[src/rtl/lcd_hd44780_ctrl.sv]
// HD44780 character-LCD write controller: power-up init sequence plus per-byte setup/EN/hold/exec timing.
// Optional 4-entry write FIFO in front of the FSM when LCD_HD44780_CTRL_FIFO_EN is defined.
module lcd_hd44780_ctrl #(
  parameter int T_PWRUP_CYC = 750000,
  parameter int T_SETUP_CYC = 4,
  parameter int T_EN_CYC    = 25,
  parameter int T_HOLD_CYC  = 4,
  parameter int T_CMD_CYC   = 2000,
  parameter int T_CLR_CYC   = 82000,
  parameter int INIT_EN     = 1
) (
  input  logic       clk_i,
  input  logic       rst_i,
  input  logic       wr_valid_i,
  input  logic       wr_rs_i,
  input  logic [7:0] wr_data_i,
  output logic       wr_ready_o,
  output logic       busy_o,
  output logic       init_done_o,
  output logic       lcd_on_o,
  output logic       lcd_en_o,
  output logic       lcd_rs_o,
  output logic       lcd_rw_o,
  output logic [7:0] lcd_data_o
);

  localparam int T_MAX_A = (T_PWRUP_CYC > T_CLR_CYC) ? T_PWRUP_CYC : T_CLR_CYC;
  localparam int T_MAX_B = (T_CMD_CYC > T_EN_CYC) ? T_CMD_CYC : T_EN_CYC;
  localparam int T_MAX_C = (T_SETUP_CYC > T_HOLD_CYC) ? T_SETUP_CYC : T_HOLD_CYC;
  localparam int T_MAX_D = (T_MAX_A > T_MAX_B) ? T_MAX_A : T_MAX_B;
  localparam int T_MAX   = (T_MAX_D > T_MAX_C) ? T_MAX_D : T_MAX_C;
  localparam int CW      = (T_MAX > 1) ? $clog2(T_MAX) : 1;

  typedef enum logic [2:0] {
    S_PWRUP, S_INIT_ISSUE, S_IDLE, S_SETUP, S_PULSE, S_HOLD, S_WAIT
  } state_t;

  // Counter holds cycles remaining minus one, so a zero parameter still lasts one cycle.
  function automatic logic [CW-1:0] ld(input int t);
    ld = (t <= 1) ? '0 : CW'(t - 1);
  endfunction

  function automatic logic [7:0] init_rom(input logic [1:0] idx);
    case (idx)
      2'd0:    init_rom = 8'h38;
      2'd1:    init_rom = 8'h0C;
      2'd2:    init_rom = 8'h01;
      default: init_rom = 8'h06;
    endcase
  endfunction

  state_t          state_q, state_d;
  logic [CW-1:0]   cnt_q, cnt_d;
  logic [1:0]      idx_q, idx_d;
  logic            init_done_q, init_done_d;
  logic            ready_q, ready_d;
  logic            busy_q, busy_d;
  logic            on_q, on_d;
  logic            en_q, en_d;
  logic            rs_q, rs_d;
  logic [7:0]      data_q, data_d;
  logic            is_clr;

`ifdef LCD_HD44780_CTRL_FIFO_EN
  logic [8:0]      fifo_q [4];
  logic [8:0]      fifo_d [4];
  logic [1:0]      wptr_q, wptr_d, rptr_q, rptr_d;
  logic [2:0]      fcnt_q, fcnt_d;
  logic            push, pop;
`endif

  assign is_clr = !rs_q && (data_q == 8'h01 || data_q == 8'h02 || data_q == 8'h03);

  always_comb begin
    state_d     = state_q;
    cnt_d       = cnt_q;
    idx_d       = idx_q;
    init_done_d = init_done_q;
    on_d        = 1'b1;
    en_d        = en_q;
    rs_d        = rs_q;
    data_d      = data_q;
`ifdef LCD_HD44780_CTRL_FIFO_EN
    fifo_d = fifo_q;
    wptr_d = wptr_q;
    rptr_d = rptr_q;
    push   = wr_valid_i && ready_q;
    pop    = 1'b0;
`endif
    case (state_q)
      S_PWRUP: begin
        if (INIT_EN == 0) begin
          state_d     = S_IDLE;
          init_done_d = 1'b1;
        end else if (cnt_q == '0) begin
          state_d = S_INIT_ISSUE;
        end else begin
          cnt_d = cnt_q - CW'(1);
        end
      end
      S_INIT_ISSUE: begin
        rs_d    = 1'b0;
        data_d  = init_rom(idx_q);
        state_d = S_SETUP;
        cnt_d   = ld(T_SETUP_CYC);
      end
      S_IDLE: begin
`ifdef LCD_HD44780_CTRL_FIFO_EN
        if (fcnt_q != 3'd0 && init_done_q) pop = 1'b1;
`else
        if (wr_valid_i && ready_q) begin
          rs_d    = wr_rs_i;
          data_d  = wr_data_i;
          state_d = S_SETUP;
          cnt_d   = ld(T_SETUP_CYC);
        end
`endif
      end
      S_SETUP: begin
        if (cnt_q == '0) begin
          state_d = S_PULSE;
          en_d    = 1'b1;
          cnt_d   = ld(T_EN_CYC);
        end else begin
          cnt_d = cnt_q - CW'(1);
        end
      end
      S_PULSE: begin
        if (cnt_q == '0) begin
          state_d = S_HOLD;
          en_d    = 1'b0;
          cnt_d   = ld(T_HOLD_CYC);
        end else begin
          cnt_d = cnt_q - CW'(1);
        end
      end
      S_HOLD: begin
        if (cnt_q == '0) begin
          state_d = S_WAIT;
          cnt_d   = is_clr ? ld(T_CLR_CYC) : ld(T_CMD_CYC);
        end else begin
          cnt_d = cnt_q - CW'(1);
        end
      end
      S_WAIT: begin
        if (cnt_q != '0) begin
          cnt_d = cnt_q - CW'(1);
        end else if (!init_done_q) begin
          if (idx_q == 2'd3) begin
            state_d     = S_IDLE;
            init_done_d = 1'b1;
          end else begin
            idx_d   = idx_q + 2'd1;
            state_d = S_INIT_ISSUE;
          end
        end else begin
          state_d = S_IDLE;
`ifdef LCD_HD44780_CTRL_FIFO_EN
          // Chain straight into the next queued byte so back-to-back bytes keep full throughput.
          if (fcnt_q != 3'd0) pop = 1'b1;
`endif
        end
      end
      default: state_d = S_PWRUP;
    endcase
`ifdef LCD_HD44780_CTRL_FIFO_EN
    if (pop) begin
      rs_d    = fifo_q[rptr_q][8];
      data_d  = fifo_q[rptr_q][7:0];
      state_d = S_SETUP;
      cnt_d   = ld(T_SETUP_CYC);
      rptr_d  = rptr_q + 2'd1;
    end
    if (push) begin
      fifo_d[wptr_q] = {wr_rs_i, wr_data_i};
      wptr_d         = wptr_q + 2'd1;
    end
    fcnt_d  = fcnt_q + {2'b00, push} - {2'b00, pop};
    ready_d = (fcnt_d != 3'd4);
`else
    ready_d = (state_d == S_IDLE) && init_done_d;
`endif
    busy_d = (state_d != S_IDLE);
  end

  always_ff @(posedge clk_i) begin
    if (rst_i) begin
      state_q     <= S_PWRUP;
      cnt_q       <= ld(T_PWRUP_CYC);
      idx_q       <= 2'd0;
      init_done_q <= 1'b0;
      ready_q     <= 1'b0;
      busy_q      <= 1'b0;
      on_q        <= 1'b0;
      en_q        <= 1'b0;
      rs_q        <= 1'b0;
      data_q      <= 8'h00;
`ifdef LCD_HD44780_CTRL_FIFO_EN
      fifo_q      <= '{default: '0};
      wptr_q      <= 2'd0;
      rptr_q      <= 2'd0;
      fcnt_q      <= 3'd0;
`endif
    end else begin
      state_q     <= state_d;
      cnt_q       <= cnt_d;
      idx_q       <= idx_d;
      init_done_q <= init_done_d;
      ready_q     <= ready_d;
      busy_q      <= busy_d;
      on_q        <= on_d;
      en_q        <= en_d;
      rs_q        <= rs_d;
      data_q      <= data_d;
`ifdef LCD_HD44780_CTRL_FIFO_EN
      fifo_q      <= fifo_d;
      wptr_q      <= wptr_d;
      rptr_q      <= rptr_d;
      fcnt_q      <= fcnt_d;
`endif
    end
  end

  assign wr_ready_o  = ready_q;
  assign busy_o      = busy_q;
  assign init_done_o = init_done_q;
  assign lcd_on_o    = on_q;
  assign lcd_en_o    = en_q;
  assign lcd_rs_o    = rs_q;
  assign lcd_rw_o    = 1'b0;
  assign lcd_data_o  = data_q;

endmodule

[config.mk]
export PLATFORM = sky130hd
export DESIGN_NAME = lcd_hd44780_ctrl
export DESIGN_NICKNAME = d
export VERILOG_FILES = /design/src/rtl/lcd_hd44780_ctrl.sv
export SDC_FILE = /design/constraint.sdc
export NUM_CORES = 1
export LEC_CHECK = 0
export CAP_MARGIN = 20
export CELL_PAD_IN_SITES_DETAIL_PLACEMENT = 2
export CELL_PAD_IN_SITES_GLOBAL_PLACEMENT = 2
export CORE_MARGIN = 2
export CORE_UTILIZATION = 36
export CTS_CLUSTER_DIAMETER = 60
export DETAILED_ROUTE_END_ITERATION = 10
export PLACE_DENSITY = 0.82
export SYNTH_ARGS = -nofsm -noshare
export SYNTH_HDL_FRONTEND = slang
export SYNTH_SLANG_ARGS = --single-unit
[constraint.sdc]
create_clock -name clk_i -period 5.3 [get_ports clk_i]
set_clock_uncertainty 0.1 [all_clocks]
set_input_delay 1.06 -clock clk_i [delete_from_list [all_inputs] [get_ports clk_i]]
set_output_delay 1.06 -clock clk_i [all_outputs]
set_load 0.01 [all_outputs]
==> results.md, run 1 <==
* Outcome: completed
* Sum Neg Setup Slack at 0 ns
* Clock Latency Late Sink at ~0.30 ns
* Postcts setup bufs at 0
* DR iter-0 viols at 115
* Num rows at 29
* Gr usage total at 24.56%
* Cells after Synth at between 200 and 300
* Leakage at 0.8610 nW
* Critical Path RT at between 5 and 6 ns
* CTS max path bufs at 2
* Slowest cell delay on critical path at 0.65 ns
* Worst Hold Class: reg -> reg
* Yosys warning count at 0
* Startpoint types: primary input
* Synth unique cells at 63
* Predominant post-synthesis flop cell: dfxtp_1
* P per Cell Area at 230.2 nW/um2
* Register bit total from synthesis at 39
* Post-CTS sizing at 0
* EDFF count, synth at 0
* DP Wirelength at between 5000 and 6000 um
* Fin Hold WS at ~0.38 ns
* Root buf cell: clkbuf_8
* Pin count of the biggest net entering global routing at 28
* Mean post-synth cell area at 8.079 um2
* Final antenna-violating net count at 0
* Global-route wire length before repair at 13810 um
* Critical path class: in -> reg
* Mapped Nets at 310
* Die area at 7193 um2
* Ys async rst share at 0%
* Clock transition at path regs at ~0.09 ns
* Initial Util at 37.02%
* Worst-Margin Slew at 0.9311 ns
* Worst path cell trace: clkdlybuf4s50_1, nand2_1, a21oi_1, o31a_1, o21a_1, o221ai_1, o21ai_1
* DR vias at 2323
* Crit path max-delay family: compound AO/OA/AOI/OAI gates
* Total CTS buffers at 5
* Area growth from synthesis to layout at 15.11%
* Grt ovf at 0
* Share of layout cells above drive strength 1 at roughly 8.7%
* Core Box Area at 6350 um2
* Max-cap check violation count at 0
* Arrival time at the worst endpoint at 3.24 ns
* GP Congestion at slightly above 0.9
* Achievable Freq at 321.0 MHz
* Register area at 780.7 um2
* Via density at about 6.0
* # diodes at 0
* CTS Hold Bufs at 0
* Buf/Inv on CP at 1
* Crit-path slowest cell: o31a_1
* Fin crit period at 3.116 ns
* Vias in the first global route at 2574
* TritonCTS clock tree: built
* Initial antenna violation count at 0
* Unrepaired setup endpoints after global routing: false
* Die Span X at between 80 and 90 um
* IO buf count at 25
* Worst VDD drop at 95.35 uV
* Htree depth at 2
* Final hold viol count at 0
* Worst slew margin at 37.84%
* Area of the multi-input gates at roughly 1400 um2
* Fin. max-slew vios at 0
* Fillers at 729
* Top Ports at 27
* Total wire length at between 8000 and 9000 um
* Endpoint class of the critical path: flop
* Setup violations, final at 0
* Fin crit share at 58.79%
* Layout Nets at 327
* DR WL/cell at ~22 um
* Die span in y at between 80 and 90 um
* Drc violations at 0
* Seq/Total Area, Yosys at between 30% and 40%
* CP max FO at 13
* DR pass1 iterations at 4
* Cell Area, Synth at approximately 2400 um2
* CTS Sinks at 39
==> worst reg2reg max path: stages (launching register included) <==
cell,delay [ns]
dfxtp_1,0.94
nor3b_1,0.15
buf_4,0.23
a21oi_1,0.33
o31a_1,0.65
o21a_1,0.22
o221ai_1,0.16
o21ai_1,0.23
==> logic make-up (layout without fill, tap and decap cells) <==
kind of cell	count (synthesis)	in the layout	share of synthesized area, %
AO/OA/AOI/OAI	87	87	24.96
XOR/XNOR	9	9	3.353
adder cells (fa/ha/maj)	7	7	3.725
buffers and inverters	29	47	5.801
flip-flops	39	39	33.21
multiplexers	3	3	1.277
other	1	1	0.1595
AND/OR/NAND/NOR	116	116	27.52
==> where the power goes <==
part           leakage, nW  switching [mW]  internal [mW]
combinational        0.504          0.0509         0.0379
sequential           0.316          0.0178          0.305
clock               0.0412           0.119         0.0923
==> cells in the mapped netlist, drive strengths merged (3+ instances only) <==
| cell type | number | area share (%) |
|---|---|---|
| a211oi | 7 | 2.4 |
| a21o | 3 | 0.96 |
| a21oi | 20 | 4.3 |
| a221o | 4 | 1.7 |
| a22oi | 4 | 1.3 |
| a31oi | 4 | 1.1 |
| and3 | 3 | 0.80 |
| buf | 6 | 2.1 |
| clkbuf | 11 | 1.8 |
| dfxtp | 39 | 33 |
| ha | 7 | 3.7 |
| inv | 10 | 1.6 |
| mux2i | 3 | 1.3 |
| nand2 | 18 | 3.0 |
| nand3 | 14 | 3.4 |
| nor2 | 28 | 4.6 |
| nor2b | 4 | 1.1 |
| nor3 | 19 | 4.7 |
| nor4 | 7 | 2.5 |
| o21a | 3 | 0.96 |
| o21ai | 25 | 5.5 |
| o22ai | 3 | 1.1 |
| or3 | 6 | 1.8 |
| or4 | 4 | 1.8 |
| xnor2 | 5 | 1.9 |
| xor2 | 4 | 1.5 |
==> sequential cells by signal (all words and copies together) (netlist names) <==
| register | flops |
|---|---|
| cnt_q | 20 |
| wr_ready_o | 1 |
| init_done_o | 1 |
| lcd_rs_o | 1 |
| lcd_data_o | 8 |
| state_q | 3 |
| busy_o | 1 |
| lcd_on_o | 1 |
| lcd_en_o | 1 |
| idx_q | 2 |
==> metrics by stage <==
stage          power (mW)  setup WS [ns]  utilization, %  instance area [um2]  instances
6_report           0.6230          2.184           42.62                 2706        386
5_1_grt            0.6529          2.032           42.62                 2706        386
4_1_cts            0.6311          2.240           42.62                 2706        386
3_5_place_dp       0.4164          2.023           41.28                 2621        378
3_3_place_gp       0.4115          2.176           41.28                 2621        378
2_1_floorplan      0.3809          2.911               -                 2351        291
==> cell usage in the layout, fill, tap and decap left out, types with 2 or more instances in the layout <==
| cell | n |
|---|---|
| a221o_1 | 4 |
| o22ai_1 | 2 |
| a31oi_1 | 4 |
| clkbuf_8 | 5 |
| nor4_1 | 6 |
| or3_1 | 5 |
| nor3_1 | 17 |
| a211oi_1 | 6 |
| nand3_1 | 12 |
| a22oi_1 | 4 |
| nor2b_1 | 4 |
| or4_4 | 3 |
| o21a_1 | 3 |
| nor3b_1 | 2 |
| and3_1 | 3 |
| nand3b_1 | 2 |
| dfxtp_1 | 39 |
| nand2b_1 | 2 |
| o221a_2 | 2 |
| nand2_1 | 17 |
| a21oi_1 | 20 |
| xor2_1 | 4 |
| o21ai_1 | 8 |
| o221ai_1 | 2 |
| nand3_2 | 2 |
| ha_1 | 7 |
| clkinv_1 | 2 |
| buf_4 | 2 |
| o211ai_1 | 2 |
| inv_1 | 10 |
| o21ai_0 | 16 |
| clkdlybuf4s50_1 | 25 |
| xnor2_1 | 5 |
| a21o_1 | 3 |
| mux2i_1 | 3 |
| nand4_1 | 2 |
| nor2_1 | 27 |
==> cell type report <==
class | count | share of cell area [%]
Clock buffer | 6 | 2.681
Clock inverter | 2 | 0.4623
Inverter | 12 | 1.664
Multi-Input combinational cell | 223 | 52.98
Sequential cell | 39 | 28.85
Tap cell | 77 | 3.560
Timing Repair Buffer | 27 | 9.801
==> per-layer routing <==
| layer | GRT usage, % | routed length (um) |
|---|---|---|
| met2 | 43.66 | 4282 |
| met3 | 3.891 | 266 |
| met5 | 0 | 0 |
| met1 | 30.95 | 3662 |
| met4 | 6.494 | 104 |
==> path summary, 6_finish.rpt <==
path | start | cells past startpoint | slack, ns | to
setup / recovery | wr_valid_i | 7 | 2.18 | cnt_q[3]
hold / removal | lcd_en_o | 2 | 0.38 | lcd_en_o
setup reg to reg | state_q[2] | 7 | 2.22 | cnt_q[3]
hold reg to reg | lcd_en_o | 2 | 0.38 | lcd_en_o
Note: power is estimated with default switching activity, not from simulation.
==> inputs of run 2 (changes only) <==
--- a/config.mk
+++ b/config.mk
@@ -9,10 +9,10 @@
 export CELL_PAD_IN_SITES_DETAIL_PLACEMENT = 2
 export CELL_PAD_IN_SITES_GLOBAL_PLACEMENT = 2
 export CORE_MARGIN = 2
-export CORE_UTILIZATION = 36
+export CORE_UTILIZATION = 30
 export CTS_CLUSTER_DIAMETER = 60
 export DETAILED_ROUTE_END_ITERATION = 10
-export PLACE_DENSITY = 0.82
+export PLACE_DENSITY = 0.73
 export SYNTH_ARGS = -nofsm -noshare
 export SYNTH_HDL_FRONTEND = slang
 export SYNTH_SLANG_ARGS = --single-unit
==> constraint.sdc (replaced) <==
create_clock -name clk_i -period 2.65 [get_ports clk_i]
set_clock_uncertainty 0.1 [all_clocks]
set_input_delay 0.53 -clock clk_i [delete_from_list [all_inputs] [get_ports clk_i]]
set_output_delay 0.53 -clock clk_i [all_outputs]
set_load 0.01 [all_outputs]
==> run 2 against run 1 <==
Combinational power grew 150%. Flip-flop and latch count is the same. Via count grew 4.6%. Sequential share of layout area shrank 3.0 points. Count of clock-buffer cells in the layout grew 2. Clock power grew 120%. Power grew 110%. Hold slack gained 0.0050 ns. Worst setup slack lost 2.1 ns. Final cell count grew 15%. Critical endpoint is now cnt_q[12]. Largest power group unchanged.
==> results.md, run 2 (synthesis results as in run 1) <==
* Outcome: completed
* Fin crit period at around 2.5 ns
* Vias in the first global route at 2561 (-0.51%)
* Achievable Freq at approximately 390 MHz
* Post-Layout Cell Count at 443 (+15%)
* CP max FO at 4 (-9)
* Sum Neg Setup Slack at 0 ns (unchanged)
* Register area at 780.7 um2 (unchanged)
* Register share of total power at 48.0% (-3.9 points)
* Total CTS buffers at 5 (unchanged)
* Area growth from synthesis to layout at 28.63%
* Root buf cell: clkbuf_8
* Combinational cell fraction of total power at 16.6% (+2.3 points)
* Layout Nets at 359 (+9.8%)
* Most frequent cells in the layout: dfxtp_1, buf_4, nor2_1, clkdlybuf4s50_1, a21oi_1
* Worst slew margin at 58.72% (+21 points)
* Top reg by flops: cnt_q
* GP Congestion at 0.7833 (-14%)
* Fin Hold WS at 0.3861 ns (+0.004957 ns)
* CP startpoint: cnt_q[1]
* Most common cell after layout, fill and taps aside: dfxtp_1
* Final Util at 39.55% (-3.1 points)
* DP Wirelength at 6197 um (+5.5%)
* Setup violations, final at 0 (unchanged)
* Fillers at 902 (+24%)
* Worst Setup EP: cnt_q[12]
* DR WL/cell at 18.45 um (-14%)
* TritonCTS clock tree: built
* DR pass1 iterations at 4 (unchanged)
* # diodes at 0 (unchanged)
* Core Box Area at 7647 um2 (+20%)
* Startpoint types: flop
* Met2 Use GR at 36.50% (-7.2 points)
* IO buf count at 25 (unchanged)
* Fin crit share at 95.61%
* Num rows at 32 (+10%)
* Arrival time at the worst endpoint at 2.60 ns (-0.64 ns)
* Met1 usage at 24.31% (-6.6 points)
* Via density at 5.483 (-8.9%)
* Htree depth at 2 (unchanged)
* Final hold viol count at 0 (unchanged)
* Global-route wire length before repair at 13340 um (-3.4%)
* Global routing met3 resource utilization at 3.011% (-0.88 points)
* Die Span X at 92.53 um (+9.1%)
* Max-cap check violation count at 0 (unchanged)
* Worst Hold Class: reg -> reg
* CTS max path bufs at 2 (unchanged)
* Post-DP Area at 2898 um2 (+11%)
* CTS Sinks at 39 (unchanged)
* Clock transition at path regs at 0.09 ns (about the same)
* R2R depth at 8 (+1)
* P_sw at 0.3750 mW (+100%)
* DR vias at 2429 (+4.6%)
* Power share of the clock group at 35.4% (+1.6 points)
* Critical Path RT at 2.72 ns (-2.70 ns)
* Area of the multi-input gates at 1453 um2 (+1.3%)
* FF-to-FF Start: cnt_q[1]
* DR iter-0 viols at 83 (-28%)
* Worst VDD drop at 190.3 uV (+100%)
* Clock Latency Late Sink at 0.30 ns (about the same)
* Total wire length at 8175 um (-1.7%)
* Max reg flops at 20 (unchanged)
* Initial antenna violation count at 0 (unchanged)
* Worst-Margin Slew at 0.6192 ns (-0.3119 ns)
* Die span in y at 92.53 um (+9.1%)
* P per Cell Area at 439.4 nW/um2 (+91%)
* Number of placed instances, taps included at 434 (+15%)
* Internal power at 0.9538 mW (+120%)
* Sw Ratio at 28.22% (-1.9 points)
* Top Ports at 27 (unchanged)
* Unrepaired setup endpoints after global routing: true
* Drc violations at 0 (unchanged)
* Endpoint class of the critical path: flop
* Die area at 8561 um2 (+19%)
* Initial Util at 30.74% (-6.3 points)
* Final instance area at 3024 um2 (+12%)
* Critical path class: reg -> reg
* Fin. max-slew vios at 0 (unchanged)
* Leakage at 1.030 nW (+20%)
* Worst r2r dst: cnt_q[12]
* CTS Hold Bufs at 0 (unchanged)
* Share of layout cells above drive strength 1 at 17.89% (+9.2 points)
* Reg2reg setup slack at 0.12 ns (-2.10 ns)
* Final antenna-violating net count at 0 (unchanged)
* Gr usage total at 19.89% (-4.7 points)
* Pin count of the biggest net entering global routing at 23 (-18%)
* Gr busiest metal: met2
* Grt ovf at 0 (unchanged)
run 2: critical path, stage by stage, from the launching register on:
cell and delay [ns]:
dfxtp_1 0.35, inv_1 0.12, ha_4 0.16, or3b_1 0.38
or4_4 0.46, or4_4 0.46, nor4_4 0.16, xnor2_1 0.14
o21ai_1 0.07
run 2: what timing repair did:
item / 4_1_cts / 5_1_grt
setup endpoints to repair: 0 / 8
setup buffers: 0 / 1
gates resized for setup: 0 / 3
run 2: worst min path at each step:
| stage | start | endpoint | cells past startpoint |
|---|---|---|---|
| after global placement | lcd_en_o | lcd_en_o | 2 |
| after CTS | init_done_o | init_done_o | 2 |
| after floorplan | cnt_q[9] | cnt_q[9] | 2 |
| final | init_done_o | init_done_o | 2 |
| after global routing | init_done_o | init_done_o | 2 |
| after detailed placement | init_done_o | init_done_o | 2 |
run 2: layer usage:
metal | vias to the layer above | part of all wire (%)
li1 | 1163 | -
met1 | 1226 | 45
met2 | 30 | 52
met3 | 10 | 1.9
met4 | 0 | 1.3
met5 | - | 0
run 2: layout make-up:
cell class | instances | share of cell area (%)
clock buffer | 8 | 3.310
inverter | 12 | 1.489
multi-input combinational | 223 | 48.03
sequential | 39 | 25.82
tap | 102 | 4.220
timing repair buffer | 59 | 17.13
run 2: power groups by stage:
| stage | clock (mW) | sequential [mW] | combinational, mW |
|---|---|---|---|
| 5_1_grt | 0.505 | 0.642 | 0.241 |
| 4_1_cts | 0.482 | 0.638 | 0.216 |
| 6_report | 0.471 | 0.638 | 0.220 |
| 2_1_floorplan | 0 | 0.648 | 0.114 |
| 3_5_place_dp | 0 | 0.651 | 0.215 |
| 3_3_place_gp | 0 | 0.649 | 0.208 |
run 2: per-stage QoR:
step / total power [mW] / setup WS [ns]
2_1_floorplan: 0.7618 / 0.2610
6_report: 1.329 / 0.1162
3_3_place_gp: 0.8566 / 0.1122
3_5_place_dp: 0.8655 / 0.07608
4_1_cts: 1.335 / 0.04555
5_1_grt: 1.388 / -0.02225
